==> config.mk <==
export PLATFORM = sky130hd
export DESIGN_NAME = fetch_stage
export DESIGN_NICKNAME = d
export VERILOG_FILES = /design/src/rtl/fetch_stage.sv
export SDC_FILE = /design/constraint.sdc
export NUM_CORES = 1
export LEC_CHECK = 0
export BUFFER_PORTS_ARGS = -buffer_cell sky130_fd_sc_hd__buf_4
export CAP_MARGIN = 20
export CORE_ASPECT_RATIO = 0.75
export CORE_MARGIN = 3
export CORE_UTILIZATION = 40
export CTS_BUF_LIST = sky130_fd_sc_hd__clkbuf_16
export CTS_CLUSTER_SIZE = 30
export DETAILED_ROUTE_END_ITERATION = 10
export PLACE_DENSITY = 0.72
export RECOVER_POWER = 25
export SYNTH_ARGS = -nofsm -noshare
export SYNTH_HDL_FRONTEND = slang
export SYNTH_SLANG_ARGS = --single-unit
==> constraint.sdc <==
create_clock -name clk -period 5 [get_ports clk]
set_clock_uncertainty 0.05 [all_clocks]
set_input_delay 1 -clock clk [delete_from_list [all_inputs] [get_ports clk]]
set_output_delay 1 -clock clk [all_outputs]
set_load 0.05 [all_outputs]
==> src/rtl/fetch_stage.sv <==
// fetch_stage: instruction-fetch stage plus the IF/ID pipeline register.
//
// Holds the PC and drives the instruction-memory address. Picks the next PC from, in order:
// an EX-stage taken branch, a load-use stall, an ID-stage redirect (j/jal, jr/jalr, IRQ,
// exception), or sequential PC+4. It presents the fetched instruction, its PC+4 and a
// supervised flag to the ID stage.
//
// Optional feature: define FETCH_PERF_EN to add the perf_fetched/perf_flushed counters.
//
// Ports
//   clk, rst_n        clock; asynchronous active-low reset
//   stall             hold PC and IF/ID (load-use hazard)
//   pc_src            ID redirect select: 000 seq, 001 j/jal, 010 jr/jalr, 011 IRQ, 100 exc
//   jump_index        instr[25:0] of the ID-stage instruction
//   jr_target         forwarded rs value for jr/jalr
//   branch_taken      EX-stage branch resolved taken
//   branch_target     EX-stage branch target
//   imem_addr         instruction-memory address (= pc)
//   imem_rdata        instruction at imem_addr, same cycle
//   if_id_instr       registered instruction for ID (0 for a bubble)
//   if_id_pc4         registered PC+4 of that instruction
//   if_id_valid       0 = bubble
//   perf_fetched      [FETCH_PERF_EN] cycles that fetched sequentially
//   perf_flushed      [FETCH_PERF_EN] cycles that flushed IF/ID (branch or redirect)
//   supervised        kernel-mode flag of the ID instruction; 1 for a bubble
module fetch_stage #(
    parameter logic [31:0] RESET_PC   = 32'h8000_0000,
    parameter logic [31:0] IRQ_VECTOR = 32'h8000_0004,
    parameter logic [31:0] EXC_VECTOR = 32'h8000_0008
) (
    input  logic        clk,
    input  logic        rst_n,
    input  logic        stall,
    input  logic [2:0]  pc_src,
    input  logic [25:0] jump_index,
    input  logic [31:0] jr_target,
    input  logic        branch_taken,
    input  logic [31:0] branch_target,
    output logic [31:0] imem_addr,
    input  logic [31:0] imem_rdata,
    output logic [31:0] if_id_instr,
    output logic [31:0] if_id_pc4,
    output logic        if_id_valid,
`ifdef FETCH_PERF_EN
    output logic [31:0] perf_fetched,
    output logic [31:0] perf_flushed,
`endif
    output logic        supervised
);

    logic [31:0] pc;
    logic [31:0] pc4;
    logic        redirect;
    logic [31:0] redirect_target;

    assign pc4       = pc + 32'd4;
    assign imem_addr = pc;

    // Bubbles never take an IRQ, so they report kernel mode.
    assign supervised = if_id_valid ? if_id_pc4[31] : 1'b1;

    // ID-stage redirect decode. Only a valid ID instruction may redirect; codes 101-111
    // fall through to sequential fetch.
    always_comb begin
        redirect        = 1'b0;
        redirect_target = pc4;
        if (if_id_valid) begin
            case (pc_src)
                3'b001: begin
                    redirect        = 1'b1;
                    redirect_target = {if_id_pc4[31:28], jump_index, 2'b00};
                end
                3'b010: begin
                    // A user-mode jr cannot reach kernel space; the low two bits are forced 0.
                    redirect        = 1'b1;
                    redirect_target = jr_target & {if_id_pc4[31], {29{1'b1}}, 2'b00};
                end
                3'b011: begin
                    redirect        = 1'b1;
                    redirect_target = IRQ_VECTOR;
                end
                3'b100: begin
                    redirect        = 1'b1;
                    redirect_target = EXC_VECTOR;
                end
                default: begin
                    redirect        = 1'b0;
                    redirect_target = pc4;
                end
            endcase
        end
    end

    always_ff @(posedge clk or negedge rst_n) begin
        if (!rst_n) begin
            pc          <= RESET_PC;
            if_id_instr <= 32'd0;
            if_id_pc4   <= RESET_PC;
            if_id_valid <= 1'b0;
        end else if (branch_taken) begin
            // Wrong-path flush: the branch overrides both a stall and an ID redirect.
            pc          <= branch_target;
            if_id_instr <= 32'd0;
            if_id_valid <= 1'b0;
        end else if (stall) begin
            pc          <= pc;
        end else if (redirect) begin
            pc          <= redirect_target;
            if_id_instr <= 32'd0;
            if_id_valid <= 1'b0;
        end else begin
            pc          <= pc4;
            if_id_instr <= imem_rdata;
            if_id_pc4   <= pc4;
            if_id_valid <= 1'b1;
        end
    end

`ifdef FETCH_PERF_EN
    always_ff @(posedge clk or negedge rst_n) begin
        if (!rst_n) begin
            perf_fetched <= 32'd0;
            perf_flushed <= 32'd0;
        end else if (branch_taken) begin
            perf_flushed <= perf_flushed + 32'd1;
        end else if (!stall) begin
            if (redirect) begin
                perf_flushed <= perf_flushed + 32'd1;
            end else begin
                perf_fetched <= perf_fetched + 32'd1;
            end
        end
    end
`endif

endmodule

### Word-level counts from Yosys, hierarchy flattened

Index checks and enable logic that the tools add are counted.

* flip-flop bits (word level): 97
* bits of input ports: 129
* output and inout bits: 98
* logic and storage cells: 30

* $add $sub $neg: 1
* eq/ne operators: 5
* multiplexer cells: 14
* bitwise logic cells: 4
* reduce and logical (&&, ||, !) cells: 2

Operators by type and width (number)
* 32-bit 2-to-1 mux: 7
* 32-bit case mux with 4 select lines: 1
* 32-bit by 3-bit adder with 32-bit output, second input constant: 1
* 32-bit bitwise AND: 1
* 3-bit by 2-bit equality test with 1-bit output, second input constant: 2
* 1-bit 2-to-1 mux: 6
* 4-bit OR reduction: 1
* 3-bit by 1-bit equality test with 1-bit output, second input constant: 1
* 3-bit equality test, second input constant: 1
* 1-bit NOT: 3
* 3-bit AND reduction: 1
* 2-bit by 1-bit inequality test with 1-bit output, second input constant: 1

### Logic depth before layout (Yosys ltp)

Gate-level depths: netlist of run 1.

* depth in word-level cells: 7
* mapped depth: 8
* mapped depth without buffers: 6

### Worst setup path after synthesis of run 1

No wires, ideal clock.

* path type: register -> register
* start point: reg pc[2] (netlist: imem_addr[2])
* end point: reg pc[20] (netlist: imem_addr[20])
* setup time: 0.065 ns
* arrival time: 2.432 ns
* data required time: 4.885 ns
* slack: 2.453 ns
* cell stages (with the launch flop): 7
* cell sequence: dfrtp_1 ha_1 nand3_2 or4_4 or4_1 a21oi_1 o22a_1

* cells in the longest elaborated chain, start to end: 6

RTL lines
* from (decl): RTL line 51 `logic [31:0] pc;`
* from (signal assigned): RTL line 102 `pc <= branch_target;`
* from (signal assigned): RTL line 106 `pc <= pc;`
* from (signal assigned): RTL line 108 `pc <= redirect_target;`
* 32-bit by 3-bit adder with 32-bit output (*): RTL line 56 `assign pc4 = pc + 32'd4;`
* 32-bit case mux with 4 select lines: RTL line 68 `case (pc_src)`
* 32-bit 2-to-1 mux: RTL line 67 `if (if_id_valid) begin`
* 32-bit 2-to-1 mux (*): RTL line 107 `end else if (redirect) begin`
* 32-bit 2-to-1 mux (*): RTL line 105 `end else if (stall) begin`
* 32-bit 2-to-1 mux (*): RTL line 100 `end else if (branch_taken) begin`

Every way passes the cells marked *; elsewhere a longest branch is shown, timed or not. The select of a mux whose other input is x is not followed.
A chain may end at the register's enable or synchronous reset.

### Worst setup path after layout of run 1

* start point: in pc_src[0]
* end point: reg if_id_pc4[20]

* cells in the longest elaborated chain, start to end: 6

RTL lines
* from (decl): RTL line 34 `input logic [2:0] pc_src,`
* 3-bit equality test (tied with other cells): RTL line 68
* 4-bit OR reduction (no line) (*)
* 1-bit 2-to-1 mux (*): RTL line 68
* 1-bit 2-to-1 mux (*): RTL line 67
* 1-bit NOT (no line) (*)
* 3-bit AND reduction (no line) (*)
* to (signal assigned): RTL line 114 `if_id_pc4 <= pc4;`
* to (decl): RTL line 42 `output logic [31:0] if_id_pc4,`

Every way passes the cells marked *; elsewhere a longest branch is shown, timed or not.

==> results.sh, run 1 <==
export IMPL_ys_ff_latch=97
export IMPL_tns_ns=0
export IMPL_worst_pin_slew_ns=1.78
export IMPL_drc=0
export IMPL_crit_fanout=37
export IMPL_diodes=0
export IMPL_fillers=1109
export IMPL_cp_start_kind="input pin"
export IMPL_timing_critical_path_mode_cell="buf_4"
export IMPL_synth_edf_count=0
export IMPL_die_w_um=136
export IMPL_drv_slew=34
export IMPL_grt_pass1_wl_um=27300
export IMPL_grt_antenna_before_repair=0
export IMPL_synth_ff_type="dfrtp_1"
export IMPL_required_ns=5.21
export IMPL_clockPowerShare_pct=25.7
export IMPL_vias_per_cell=5.69
export IMPL_min_from="if_id_pc4[7]"
export IMPL_crit_type="input pin to flop"
export IMPL_internal_power_uw=1590
export IMPL_hold_buffers=0
export IMPL_fmax_mhz=333
export IMPL_mostFrequentLayoutCell="buf_4"
export IMPL_cts_path_max_buffers=2
export IMPL_hold_path_class="flop to flop"
export IMPL_end_kind="flop"
export IMPL_power_density_nw_per_um2=364
export IMPL_syn_num_nets=668
export IMPL_synthToLayoutAreaGrowth_pct=40.7
export IMPL_drt_iter0_markers=505
export IMPL_finalPower_uw=2620
export IMPL_die_area_um2=14200
export IMPL_ys_seq_area_share_pct=47.6
export IMPL_p_switching_uw=1030
export IMPL_avgSynthCellArea_um2=9.50
export IMPL_grt_pass1_vias=4974
export IMPL_vias=5175
export IMPL_synth_distinct_cells=62
export IMPL_clockRootBuffer="clkbuf_16"
export IMPL_swShare_pct=39.4
export IMPL_cpPeakStageDelay_ns=0.49
export IMPL_h_tree_depth=3
export IMPL_use_met3_pct=6.09
export IMPL_antenna_left=0
export IMPL_async_reset_ff_share_pct=100
export IMPL_firstDrtPassIters=5
export IMPL_rrSetupSlack_ns=2.26
export IMPL_combPwrFrac_pct=35.9
export IMPL_cts_tree="yes"
export IMPL_seq_power_share_pct=38.4
export IMPL_final_layout_size_suffix_gt1_share_pct=35.4
export IMPL_critical_path_startpoint="pc_src[0]"
export IMPL_wl_per_cell_um=19.4
export IMPL_grt_max_degree=66
export IMPL_rows=35
export IMPL_io_pins=227
export IMPL_start_util_pct=41.2
export IMPL_cpMaxStageDelayCell="and3_1"
export IMPL_syn_area_um2=5110
export IMPL_synthCells=538
export IMPL_grt_ovfl_total=0
export IMPL_numCtsBuffers=9
export IMPL_cp_cell_sequence="buf_4 -> or3_1 -> and3_1 -> nor3_4 -> buf_4 -> nor2_1 -> a31oi_1"
export IMPL_cp_arrival_ns=3.21
export IMPL_fin_crit_sh_pct=60.0
export IMPL_p_leak_uw=0.00334
export IMPL_io_buffers=224
export IMPL_rsz0062_at_grt="no"
export IMPL_nets=868
export IMPL_max_slew_margin_rel_pct=-18.5
export IMPL_r2r_start="imem_addr[2]"
export IMPL_coreArea_um2=12400
export IMPL_yosys_warnings=0
export IMPL_dp_hpwl_um=12800
export IMPL_die_h_um=104
export IMPL_final_cell_mix="buf_4 (230), dfrtp_1 (95), o21ai_0 (59), nand2_1 (59), a22o_1 (39)"
export IMPL_maxCapViolCount=1
export IMPL_grt_usage_pct=24.5
export IMPL_fin_crit_ns=3.00
export IMPL_hold_viol=0
export IMPL_cts_sinks=97
export IMPL_cts_repair_resized=0
export IMPL_clock_latency_ns=0.34
export IMPL_grt_busiest_layer="met2"
export IMPL_setup_viol=0
export IMPL_outcome="complete, but fails checks"
export IMPL_violations="max-capacitance violations, max-slew violations"
export IMPL_gr_usage_met2_pct=38.0
export IMPL_vdd_drop_max_mv=0.196
export IMPL_clkTransAtPathRegs_ns=0.07
export IMPL_routabilityCongestion=0.870
export IMPL_routed_wl_um=17600
export IMPL_cts_setup_buffers=0
export IMPL_grt_use_met1_pct=34.4
[logic make-up after synthesis]
| logic type | share of synthesized area, % |
|---|---|
| muxes | 0.196 |
| DFF | 47.6 |
| and+or+nand+nor | 16.9 |
| xor gates and xnor gates | 4.63 |
| adders and majority gates | 0.245 |
| AOI/OAI and AO/OA | 26.4 |
| buffers and inverters | 4.04 |
[flip-flops by register name, summed over array words and instances, names as in the netlist]
register / count
if_id_instr: 32
if_id_pc4: 32
if_id_valid: 1
imem_addr: 32
[metrics by stage]
stage	hold slack [ns]	area (µm²)	utilization (%)	setup slack, ns	std cells
2_1_floorplan	0.406	5110	-	2.45	538
3_3_place_gp	0.415	6900	55.7	1.68	893
3_5_place_dp	0.425	6900	55.7	1.63	893
4_1_cts	0.440	7190	58.0	2.00	909
5_1_grt	0.471	7190	58.0	1.54	909
6_report	0.433	7190	58.0	2.00	909
[layout make-up]
cell class | instances | area, µm² | share of cell area [%]
Clock buffer | 9 | 225 | 3.13
Clock inverter | 7 | 62.6 | 0.870
Inverter | 10 | 37.5 | 0.522
Multi-Input combinational cell | 389 | 2490 | 34.7
Sequential cell | 97 | 2430 | 33.8
Tap cell | 166 | 208 | 2.89
Timing Repair Buffer | 231 | 1730 | 24.1
[metal layers]
layer / wire length [µm] / up-vias
met1: 7670 / 2515
li1: - / 2396
met4: 316 / 0
met5: 0 / -
met2: 8180 / 236
met3: 1430 / 28
[synth_stat cells (2+ instances only)]
master	number	area, µm²
dfrtp_1	95	2380
nand2_1	60	225
o21ai_0	59	295
a22o_1	39	342
clkbuf_1	35	131
nor2_1	27	101
a21oi_1	25	125
a22oi_1	22	165
nand3_1	15	75.1
xnor2_1	14	123
xor2_1	13	114
inv_1	10	37.5
nand2b_1	10	62.6
nand4_1	8	50.1
and3_1	7	43.8
nor2b_1	7	43.8
a221oi_1	6	52.6
nor3_1	6	30.0
o22ai_1	6	37.5
o31ai_1	5	37.5
a31oi_1	4	25.0
o32ai_1	4	35.0
a221o_1	3	30.0
and4_1	3	26.3
buf_2	3	15.0
o211ai_1	3	22.5
o221ai_1	3	26.3
a311o_1	2	20.0
and2_1	2	12.5
buf_1	2	7.51
buf_4	2	15.0
dfstp_2	2	52.6
nor3_2	2	20.0
nor3b_1	2	15.0
o21a_1	2	15.0
o221a_2	2	22.5
o22a_1	2	17.5
or3_1	2	12.5
[path summary, 6_finish.rpt]
kind	end	cells past startpoint
worst min-delay path	if_id_pc4[7]	2
worst max-delay path	if_id_pc4[20]	7
worst max register to register	imem_addr[28]	6
worst min register to register	if_id_pc4[7]	2
max in group asynchronous	imem_addr[30]	2
min in group asynchronous	if_id_instr[2]	1
[critical path: cells and delay by family]
kind	cells	cell delay [ns]
buffers and inverters	2	0.59
and+or+nand+nor	4	1.44
AOI/OAI and AO/OA	1	0.15
[power by group through the flow]
stage          Combinational [µW]  Sequential [µW]  Clock, µW
2_1_floorplan                 238             1360          0
5_1_grt                       996             1020        721
6_report                      940             1010        674
3_3_place_gp                  931             1010          0
4_1_cts                       945             1000        694
3_5_place_dp                  944             1010          0
No activity file was read; power rests on OpenSTA's default activity.
==> run 2: changes to the inputs <==
Clock period 5 ns to 3 ns, I/O delays scaled along.
==> run 2 against run 1 <==
The flow still finishes with violations (max-capacitance violations, max-slew violations). Die area is the same. Combinational power up 69%. Final area up 1.4%. Register-to-register slack got worse by 1.7 ns. Largest cell class unchanged. Highest routed layer unchanged.
==> results.sh, run 2 (synthesis gave the netlist of run 1 again) <==
export IMPL_h_tree_depth=3
export IMPL_hold_buffers=0
export IMPL_io_buffers=224
export IMPL_diodes=0
export IMPL_cp_start_kind="flop"
export IMPL_hold_viol=0
export IMPL_grt_pass1_wl_um=27900
export IMPL_cp_arrival_ns=2.68
export IMPL_grt_ovfl_total=0
export IMPL_die_h_um=104
export IMPL_power_density_nw_per_um2=602
export IMPL_rsz0062_at_grt="no"
export IMPL_outcome="complete, but fails checks"
export IMPL_nets=878
export IMPL_required_ns=3.23
export IMPL_grt_antenna_before_repair=0
export IMPL_antenna_left=0
export IMPL_vias_per_cell=5.71
export IMPL_grt_max_degree=98
export IMPL_clock_latency_ns=0.34
export IMPL_hold_path_class="input pin to flop"
export IMPL_dp_hpwl_um=12900
export IMPL_mostFrequentLayoutCell="buf_4"
export IMPL_crit_type="flop to flop"
export IMPL_drv_slew=98
export IMPL_regArea_um2=2430
export IMPL_start_util_pct=41.2
export IMPL_tns_ns=0
export IMPL_hold_worst_slack_ns=0.417
export IMPL_fillers=1111
export IMPL_multiInputGateArea_um2=2490
export IMPL_die_area_um2=14200
export IMPL_cts_setup_buffers=0
export IMPL_cts_path_max_buffers=2
export IMPL_clkTransAtPathRegs_ns=0.07
export IMPL_end_kind="flop"
export IMPL_clockRootBuffer="clkbuf_16"
export IMPL_routed_wl_um=17800
export IMPL_die_w_um=136
export IMPL_cts_repair_resized=0
export IMPL_fin_crit_sh_pct=81.8
export IMPL_drt_iter0_markers=346
export IMPL_vdd_drop_max_mv=0.330
export IMPL_coreArea_um2=12400
export IMPL_synthToLayoutAreaGrowth_pct=42.6
export IMPL_worst_pin_slew_ns=2.15
export IMPL_crit_fanout=7
export IMPL_final_cell_mix="buf_4 (237), dfrtp_1 (95), o21ai_0 (59), nand2_1 (59), a22o_1 (39)"
export IMPL_p_leak_uw=0.00340
export IMPL_io_pins=227
export IMPL_numCtsBuffers=9
export IMPL_fmax_mhz=408
export IMPL_grt_usage_pct=24.9
export IMPL_cts_sinks=97
export IMPL_max_slew_margin_rel_pct=-43.4
export IMPL_fin_crit_ns=2.45
export IMPL_setup_viol=0
export IMPL_routabilityCongestion=0.846
export IMPL_rows=35
export IMPL_firstDrtPassIters=5
export IMPL_wl_per_cell_um=19.4
export IMPL_violations="max-capacitance violations, max-slew violations"
export IMPL_vias=5246
export IMPL_cts_tree="yes"
export IMPL_drc=0
export IMPL_grt_pass1_vias=5166
export IMPL_final_layout_size_suffix_gt1_share_pct=36.5
export IMPL_maxCapViolCount=1
[run 2: path summary, 6_finish.rpt]
| path | start | end | slack (ns) | depth (start not counted) |
|---|---|---|---|---|
| min | branch_target[1] | imem_addr[1] | 0.42 | 3 |
| max in group asynchronous | rst_n | if_id_pc4[28] | 0.67 | 2 |
| max | imem_addr[2] | imem_addr[20] | 0.55 | 6 |
| min reg2reg | if_id_pc4[5] | if_id_pc4[5] | 0.43 | 2 |
| min in group asynchronous | rst_n | if_id_pc4[16] | 0.98 | 2 |
| max reg2reg | imem_addr[2] | imem_addr[20] | 0.55 | 6 |
[run 2: metrics by stage]
stage	worst slack [ns]	util (%)	std cells	power (µW)	cell area [µm²]
after floorplan	0.453	-	538	2660	5110
after global placement	0.603	56.6	903	3260	7020
after detailed placement	0.589	56.6	903	3280	7020
after CTS	0.579	58.9	919	4420	7300
after global routing	0.208	58.8	919	4590	7290
final	0.547	58.8	919	4390	7290
[run 2: final cells by class]
type | instances | share of cell area (%)
flip-flops and latches | 97 | 33.3
multi-input cells | 389 | 34.2
clock inverters | 7 | 0.841
well taps | 166 | 2.85
repair buffers | 241 | 25.1
inverters | 10 | 0.515
clock buffers | 9 | 3.09
[run 2: worst max-delay path, stage by stage, from the launching register on]
cell and delay (ns):
dfrtp_1 0.45, ha_1 0.31, nand3_2 0.18, or4_4 0.62, or4_1 0.49, a21oi_1 0.16, o22a_1 0.13
[run 2: metal layers]
metal / part of all wire [%] / track usage, % / routed length [µm]
met5: 0 / 0 / 0
met4: 1.3 / 5.76 / 227
met3: 7.9 / 5.85 / 1410
met2: 46 / 38.6 / 8260
met1: 45 / 35.5 / 7940
[run 2: power breakdown]
| group | internal (µW) | switching (µW) | total [µW] |
|---|---|---|---|
| sequential | 1490 | 187 | 1670 |
| combinational | 536 | 1050 | 1590 |
| clock | 638 | 488 | 1130 |
